[config.mk]
export PLATFORM = sky130hd
export DESIGN_NAME = c_pipe_collector_flat
export DESIGN_NICKNAME = d
export VERILOG_FILES = /design/src/rtl/c_pipe_collector_if.sv /design/src/rtl/c_pipe_collector.sv /design/src/flat_wrapper.sv
export SDC_FILE = /design/constraint.sdc
export NUM_CORES = 1
export LEC_CHECK = 0
export ABC_AREA = 1
export CAP_MARGIN = 15
export CELL_PAD_IN_SITES_DETAIL_PLACEMENT = 1
export CELL_PAD_IN_SITES_GLOBAL_PLACEMENT = 1
export CORE_MARGIN = 2
export CORE_UTILIZATION = 47
export CTS_CLUSTER_DIAMETER = 60
export CTS_CLUSTER_SIZE = 12
export DETAILED_ROUTE_END_ITERATION = 12
export GPL_ROUTABILITY_DRIVEN = 0
export PLACE_DENSITY = 0.92
export SYNTH_ARGS = -nofsm -noshare
export SYNTH_HDL_FRONTEND = slang
export SYNTH_SLANG_ARGS = --single-unit
[constraint.sdc]
create_clock -name clk -period 10.63 [get_ports clk]
set_clock_uncertainty 0.2 [all_clocks]
set_input_delay 3.189 -clock clk [delete_from_list [all_inputs] [get_ports clk]]
set_output_delay 3.189 -clock clk [all_outputs]
set_load 0.01 [all_outputs]
[src/rtl/c_pipe_collector_if.sv]
// c_pipe_collector_if
//   Bundles the collector's pipe-side inputs and consumer-side FIFO outputs.
//   master : driven by the environment (pipe enable, pipe sums, soft clear,
//            consumer ready); observes the FIFO head and status.
//   slave  : used by c_pipe_collector.
//   Signals: mac_en, clr, in_r, in_i, out_ready (toward collector);
//            out_r, out_i, out_valid, ovf, level, drop_cnt (from collector).
interface c_pipe_collector_if #(
  parameter int N     = 16,
  parameter int DEPTH = 4
);
  logic                      mac_en;
  logic                      clr;
  logic signed [N-1:0]       in_r;
  logic signed [N-1:0]       in_i;
  logic signed [N-1:0]       out_r;
  logic signed [N-1:0]       out_i;
  logic                      out_valid;
  logic                      out_ready;
  logic                      ovf;
  logic [$clog2(DEPTH):0]    level;
  logic [7:0]                drop_cnt;

  modport master (
    output mac_en, clr, in_r, in_i, out_ready,
    input  out_r, out_i, out_valid, ovf, level, drop_cnt
  );

  modport slave (
    input  mac_en, clr, in_r, in_i, out_ready,
    output out_r, out_i, out_valid, ovf, level, drop_cnt
  );
endinterface

[src/rtl/c_pipe_collector.sv]
// c_pipe_collector
//   Output-side receiver for the complex MAC pipe. Delays the operand enable
//   by LAT cycles to know when the pipe sum contains a new product, captures
//   the sum once every 4 contiguous valid products, and queues the results in
//   a show-ahead FIFO with a valid/ready handshake.
//
//   Ports:
//     clk  - clock
//     rst  - synchronous active-high reset (also clears drop_cnt)
//     bus  - c_pipe_collector_if.slave: mac_en, clr, in_r, in_i, out_ready in;
//            out_r, out_i, out_valid, ovf, level, drop_cnt out
//
//   Build option: define C_PIPE_COLLECTOR_DROP_CNT_EN to enable the
//   saturating discarded-group counter; otherwise drop_cnt is tied to 0.
module c_pipe_collector #(
  parameter int N     = 16,
  parameter int Q     = 8,
  parameter int LAT   = 5,
  parameter int DEPTH = 4
) (
  input  logic              clk,
  input  logic              rst,
  c_pipe_collector_if.slave bus
);
  localparam int AW = $clog2(DEPTH);
  localparam int LW = AW + 1;

  if (DEPTH < 2 || (DEPTH & (DEPTH - 1)) != 0 || LAT < 1 || Q < 0 || Q > N) begin : g_bad_param
    $error("c_pipe_collector: illegal parameter set");
  end

  logic [LAT-1:0]      en_dly_q, en_dly_d;
  logic [1:0]          grp_q, grp_d;
  logic [LW-1:0]       wr_q, wr_d, rd_q, rd_d;
  logic                ovf_q, ovf_d;
  logic signed [N-1:0] mem_r_q [DEPTH];
  logic signed [N-1:0] mem_i_q [DEPTH];

  logic          vd, valid, full, pop, push, accept, lost;
  logic [LW-1:0] level;

  // Stage boundary: pipe output alignment and group tracking
  assign vd     = en_dly_q[LAT-1];
  assign level  = wr_q - rd_q;
  assign valid  = (level != '0);
  assign full   = (level == LW'(DEPTH));
  assign pop    = valid && bus.out_ready;
  assign push   = vd && (grp_q == 2'd3);
  // A full FIFO still takes the new group when the head leaves on the same edge.
  assign accept = push && (!full || pop);
  assign lost   = push && full && !pop;

  always_comb begin
    en_dly_d    = en_dly_q << 1;
    en_dly_d[0] = bus.mac_en;
    // Incrementing past 3 wraps to 0, which is exactly the post-push state.
    grp_d       = vd ? grp_q + 2'd1 : 2'd0;
    wr_d        = wr_q + LW'(accept);
    rd_d        = rd_q + LW'(pop);
    ovf_d       = ovf_q | lost;
    if (bus.clr) begin
      en_dly_d = '0;
      grp_d    = '0;
      wr_d     = '0;
      rd_d     = '0;
      ovf_d    = 1'b0;
    end
  end

  always_ff @(posedge clk) begin
    if (rst) begin
      en_dly_q <= '0;
      grp_q    <= '0;
      wr_q     <= '0;
      rd_q     <= '0;
      ovf_q    <= 1'b0;
    end else begin
      en_dly_q <= en_dly_d;
      grp_q    <= grp_d;
      wr_q     <= wr_d;
      rd_q     <= rd_d;
      ovf_q    <= ovf_d;
    end
  end

  // Stage boundary: FIFO storage (data only, never reset)
  always_ff @(posedge clk) begin
    if (accept) begin
      mem_r_q[wr_q[AW-1:0]] <= bus.in_r;
      mem_i_q[wr_q[AW-1:0]] <= bus.in_i;
    end
  end

  // Head is forced to zero when empty so reset/clear show clean outputs
  // even though the storage itself is not reset.
  assign bus.out_r     = valid ? mem_r_q[rd_q[AW-1:0]] : '0;
  assign bus.out_i     = valid ? mem_i_q[rd_q[AW-1:0]] : '0;
  assign bus.out_valid = valid;
  assign bus.level     = level;
  assign bus.ovf       = ovf_q;

`ifdef C_PIPE_COLLECTOR_DROP_CNT_EN
  logic       brk;
  logic [7:0] drop_q, drop_d;

  assign brk = !vd && (grp_q != 2'd0);

  always_comb begin
    drop_d = drop_q;
    if (!bus.clr && (brk || lost) && (drop_q != 8'hFF)) begin
      drop_d = drop_q + 8'd1;
    end
  end

  always_ff @(posedge clk) begin
    if (rst) begin
      drop_q <= '0;
    end else begin
      drop_q <= drop_d;
    end
  end

  assign bus.drop_cnt = drop_q;
`else
  assign bus.drop_cnt = 8'd0;
`endif
endmodule
[src/flat_wrapper.sv]
// flat-port wrapper written by rule: the top's interface ports become plain ports
module c_pipe_collector_flat 
#(
  parameter int N     = 16,
  parameter int Q     = 8,
  parameter int LAT   = 5,
  parameter int DEPTH = 4
)
  (clk, rst, bus_mac_en, bus_clr, bus_in_r, bus_in_i, bus_out_ready, bus_out_r, bus_out_i, bus_out_valid, bus_ovf, bus_level, bus_drop_cnt);
  c_pipe_collector_if #(.N(N), .DEPTH(DEPTH)) bus_i ();
  input  logic clk;
  input  logic rst;
  input wire logic [$bits(bus_i.mac_en)-1:0] bus_mac_en;
  input wire logic [$bits(bus_i.clr)-1:0] bus_clr;
  input wire logic [$bits(bus_i.in_r)-1:0] bus_in_r;
  input wire logic [$bits(bus_i.in_i)-1:0] bus_in_i;
  input wire logic [$bits(bus_i.out_ready)-1:0] bus_out_ready;
  output wire logic [$bits(bus_i.out_r)-1:0] bus_out_r;
  output wire logic [$bits(bus_i.out_i)-1:0] bus_out_i;
  output wire logic [$bits(bus_i.out_valid)-1:0] bus_out_valid;
  output wire logic [$bits(bus_i.ovf)-1:0] bus_ovf;
  output wire logic [$bits(bus_i.level)-1:0] bus_level;
  output wire logic [$bits(bus_i.drop_cnt)-1:0] bus_drop_cnt;
  assign bus_i.mac_en = bus_mac_en;
  assign bus_i.clr = bus_clr;
  assign bus_i.in_r = bus_in_r;
  assign bus_i.in_i = bus_in_i;
  assign bus_i.out_ready = bus_out_ready;
  assign bus_out_r = bus_i.out_r;
  assign bus_out_i = bus_i.out_i;
  assign bus_out_valid = bus_i.out_valid;
  assign bus_ovf = bus_i.ovf;
  assign bus_level = bus_i.level;
  assign bus_drop_cnt = bus_i.drop_cnt;
  c_pipe_collector #(.N(N), .Q(Q), .LAT(LAT), .DEPTH(DEPTH)) u_core (.clk(clk), .rst(rst), .bus(bus_i));
endmodule
==> flow_metrics.py <==
metrics = {
    "logic_synthesis": {
        "yosys-top-cells-area": "edfxtp_1 (66%), nor2_1 (7.0%), o21ai_1 (5.0%)",
        "synth-xor-area-share_pct": 0,
        "ys_ff_latch": 142,
        "syn-instance-count": 501,
        "synthesis.area_mm2": 0.00582,
        "synth_mux_area_share_pct": 0,
        "synth.distinct_cells": 23,
        "synth_top_cell_area_share_pct": 66.1,
        "syn_avg_cell_area_um2": 11.6,
        "synth_top_family_by_area": "simple AND/OR/NAND/NOR gates",
        "yosysSeqAreaShare_pct": 70.9,
        "synth_top_cell_by_area": "edfxtp_1",
        "yosys.area_share.simple_pct": 11.3,
        "synth_compound_area_share_pct": 8.52,
        "ys.warnings.count": 0,
        "synth_fa_ha_area_share_pct": 1.64,
    },
    "clocking": {
        "cts_setup_buffers": 0,
        "cts_hold_buf": 0,
        "clkSinkCount": 142,
        "post_cts_resized": 0,
        "cts_tree": "yes",
        "clk_latency_ps": 410,
        "path_clk_slew_ps": 50,
        "clockBufferDepth": 2,
        "cts_root_buf": "clkbuf_16",
        "cts_max_level": 4,
        "cts_inserted_buffers": 17,
    },
    "pwr": {
        "power_density_mw_per_mm2": 161,
        "pwr-share-comb_pct": 1.9,
        "swShare_pct": 19.2,
        "p_int_uw": 927,
        "clockPowerShare_pct": 45.1,
        "p_sw_uw": 221,
        "vdd_ir_drop_max_mv": 0.111,
        "power_frac_seq_pct": 53.0,
        "leakage_uw": 0.00268,
    },
    "cells_and_area": {
        "multiInputGateArea_mm2": 0.00131,
        "seq_area_mm2": 0.00413,
        "drive_gt1_share_pct": 7.04,
        "syn_to_final_growth_pct": 22.4,
        "fin_nets": 613,
        "final_util_pct": 59.0,
        "final_cell_mix": "edfxtp_1 (128), nor2_1 (105), clkdlybuf4s50_1 (73)",
        "fillers": 1245,
        "insertedDiodeCount": 0,
        "layout.cells.most_common": "edfxtp_1",
    },
    "worst_setup_path": {
        "crit_type": "flop to output port",
        "cp-end-kind": "output port",
        "rrSetupSlack_ps": 7390,
        "reg2regPathDepth": 11,
        "required_ps": 7240,
        "cp-startpoint": "u_core.rd_q[0]$_SDFF_PP0_",
        "r2r-end": "u_core.rd_q[2]$_SDFF_PP0_",
        "timing.rr.start": "u_core.wr_q[0]$_SDFF_PP0_",
        "crit_path_start_kind": "flop",
        "cp-endpoint": "bus_out_r[15]",
        "path_max_fanout": 66,
        "worstPathArrival_ps": 3160,
    },
    "floorplan": {
        "start_util_pct": 48.2,
        "std_cell_rows": 40,
        "die_area_mm2": 0.0133,
        "chipWidth_um": 115,
        "coreArea_mm2": 0.0121,
        "ios": 82,
        "die_y_um": 115,
    },
    "drt": {
        "dr.pass1.iters": 5,
        "vias": 3844,
        "drt-vias-per-instance": 5.13,
        "postRouteAntennaNets": 0,
        "drc_errors": 0,
        "drtIter0Drc": 259,
        "routed_wl_mm": 14.0,
        "routedWlPerCell_um": 18.6,
    },
    "timing": {
        "final.setup.tns_ps": 0,
        "slew_viol_final": 0,
        "period_share_pct": 61.6,
        "fmax_ghz": 0.153,
        "max-slew-margin-rel_pct": 24.2,
        "finalSetupViolations": 0,
        "finalCriticalPeriod_ps": 6550,
        "final_hold_viol_count": 0,
        "tightest_slew_ps": 1130,
        "rsz0062_at_grt": "no",
    },
    "flow_run": {
        "drv_cap": 0,
    },
    "placed_design": {
        "dp_hpwl_mm": 8.03,
        "io_buffers": 73,
    },
    "run_status": {
        "outcome": "completed",
    },
    "grt": {
        "grt_overflow_total": 0,
        "antenna_found_initial": 0,
        "grt_max_degree": 67,
        "grt_pass1_wl_mm": 21.8,
        "grtUsageTotal_pct": 22.4,
        "grt_pass1_vias": 4155,
    },
    "min_path": {
        "hp-class": "flop to flop",
    },
}
## per-stage QoR
stage          cell area (um^2)  hold WS (ps)  total power [uW]  std cells  setup slack (ps)
2_1_floorplan              5840           194               625        508              5250
3_3_place_gp               6580           196               640        717              4430
3_5_place_dp               6580           211               641        717              4290
4_1_cts                    7100           222              1150        749              3840
5_1_grt                    7120           230              1180        750              3920
6_report                   7120           215              1150        750              4080
## layout make-up
type / instances / share of cell area [%]
sequential: 142 / 58.0
inverter: 54 / 2.85
clock buffer: 23 / 6.57
clock inverter: 9 / 0.685
multi-input combinational: 279 / 18.3
tap: 168 / 2.95
timing repair buffer: 75 / 10.6
## cell usage after synthesis
cell and n:
edfxtp_1 128, nor2_1 109, o21ai_1 58, inv_1 53
nand2_1 46, o21ai_0 38, dfxtp_1 14, buf_2 12
buf_4 10, buf_6 8, ha_1 6, a21oi_1 3
or2_2 3, clkbuf_2 2, nand3_1 2, nor3_1 2
clkbuf_1 1, conb_1 1, fa_1 1, inv_2 1
nand2_2 1, nand4_4 1, nor3b_1 1
## kinds of logic after synthesis
| kind of cell | Yosys count |
|---|---|
| DFF | 142 |
| adders and majority gates | 7 |
| buffers and inverters | 87 |
| other | 1 |
| and+or+nand+nor | 165 |
| AOI/OAI and AO/OA | 99 |
## worst max-delay path, cell delays in order (launching register included)
cell,delay (ps)
dfxtp_2,320
buf_4,320
inv_2,890
o21ai_0,280
o21ai_0,190
nand2_1,80
inv_1,70
clkdlybuf4s50_1,530
## how the worst min path moves through the flow
| stage | start | end | slack [ps] | cells after the start |
|---|---|---|---|---|
| after floorplan | u_core.en_dly_q[0]$_SDFF_PP0_ | u_core.en_dly_q[1]$_SDFF_PP0_ | 190 | 2 |
| after global placement | u_core.en_dly_q[3]$_SDFF_PP0_ | u_core.en_dly_q[4]$_SDFF_PP0_ | 200 | 2 |
| after detailed placement | u_core.en_dly_q[0]$_SDFF_PP0_ | u_core.en_dly_q[1]$_SDFF_PP0_ | 210 | 2 |
| after CTS | u_core.en_dly_q[0]$_SDFF_PP0_ | u_core.en_dly_q[1]$_SDFF_PP0_ | 220 | 2 |
| after global routing | u_core.en_dly_q[0]$_SDFF_PP0_ | u_core.en_dly_q[1]$_SDFF_PP0_ | 230 | 2 |
| final | u_core.en_dly_q[3]$_SDFF_PP0_ | u_core.en_dly_q[4]$_SDFF_PP0_ | 220 | 2 |
## metal layers
metal	routed length, um	track usage, %	part of all wire, %	vias up
li1	-	-	-	1805
met4	392	10.0	2.8	0
met5	0	0	0	-
met1	5500	25.3	39	1893
met2	7500	40.3	54	116
met3	574	5.27	4.1	30
## registers in the layout, summed over array words and instances, names as in the netlist
register and flops:
u_core.mem_i_q 64, u_core.mem_r_q 64, u_core.en_dly_q 5, u_core.rd_q 3, u_core.wr_q 3, u_core.grp_q 2
u_core.bus.ovf 1
## power by group through the flow
stage / sequential, uW / combinational (uW) / clock [uW]
final: 608 / 21.7 / 517
after global routing: 608 / 23.5 / 548
after CTS: 608 / 21.6 / 524
after detailed placement: 620 / 21.4 / 0
after global placement: 620 / 20.1 / 0
after floorplan: 620 / 5.03 / 0
No activity file was read; power rests on OpenSTA's default activity.
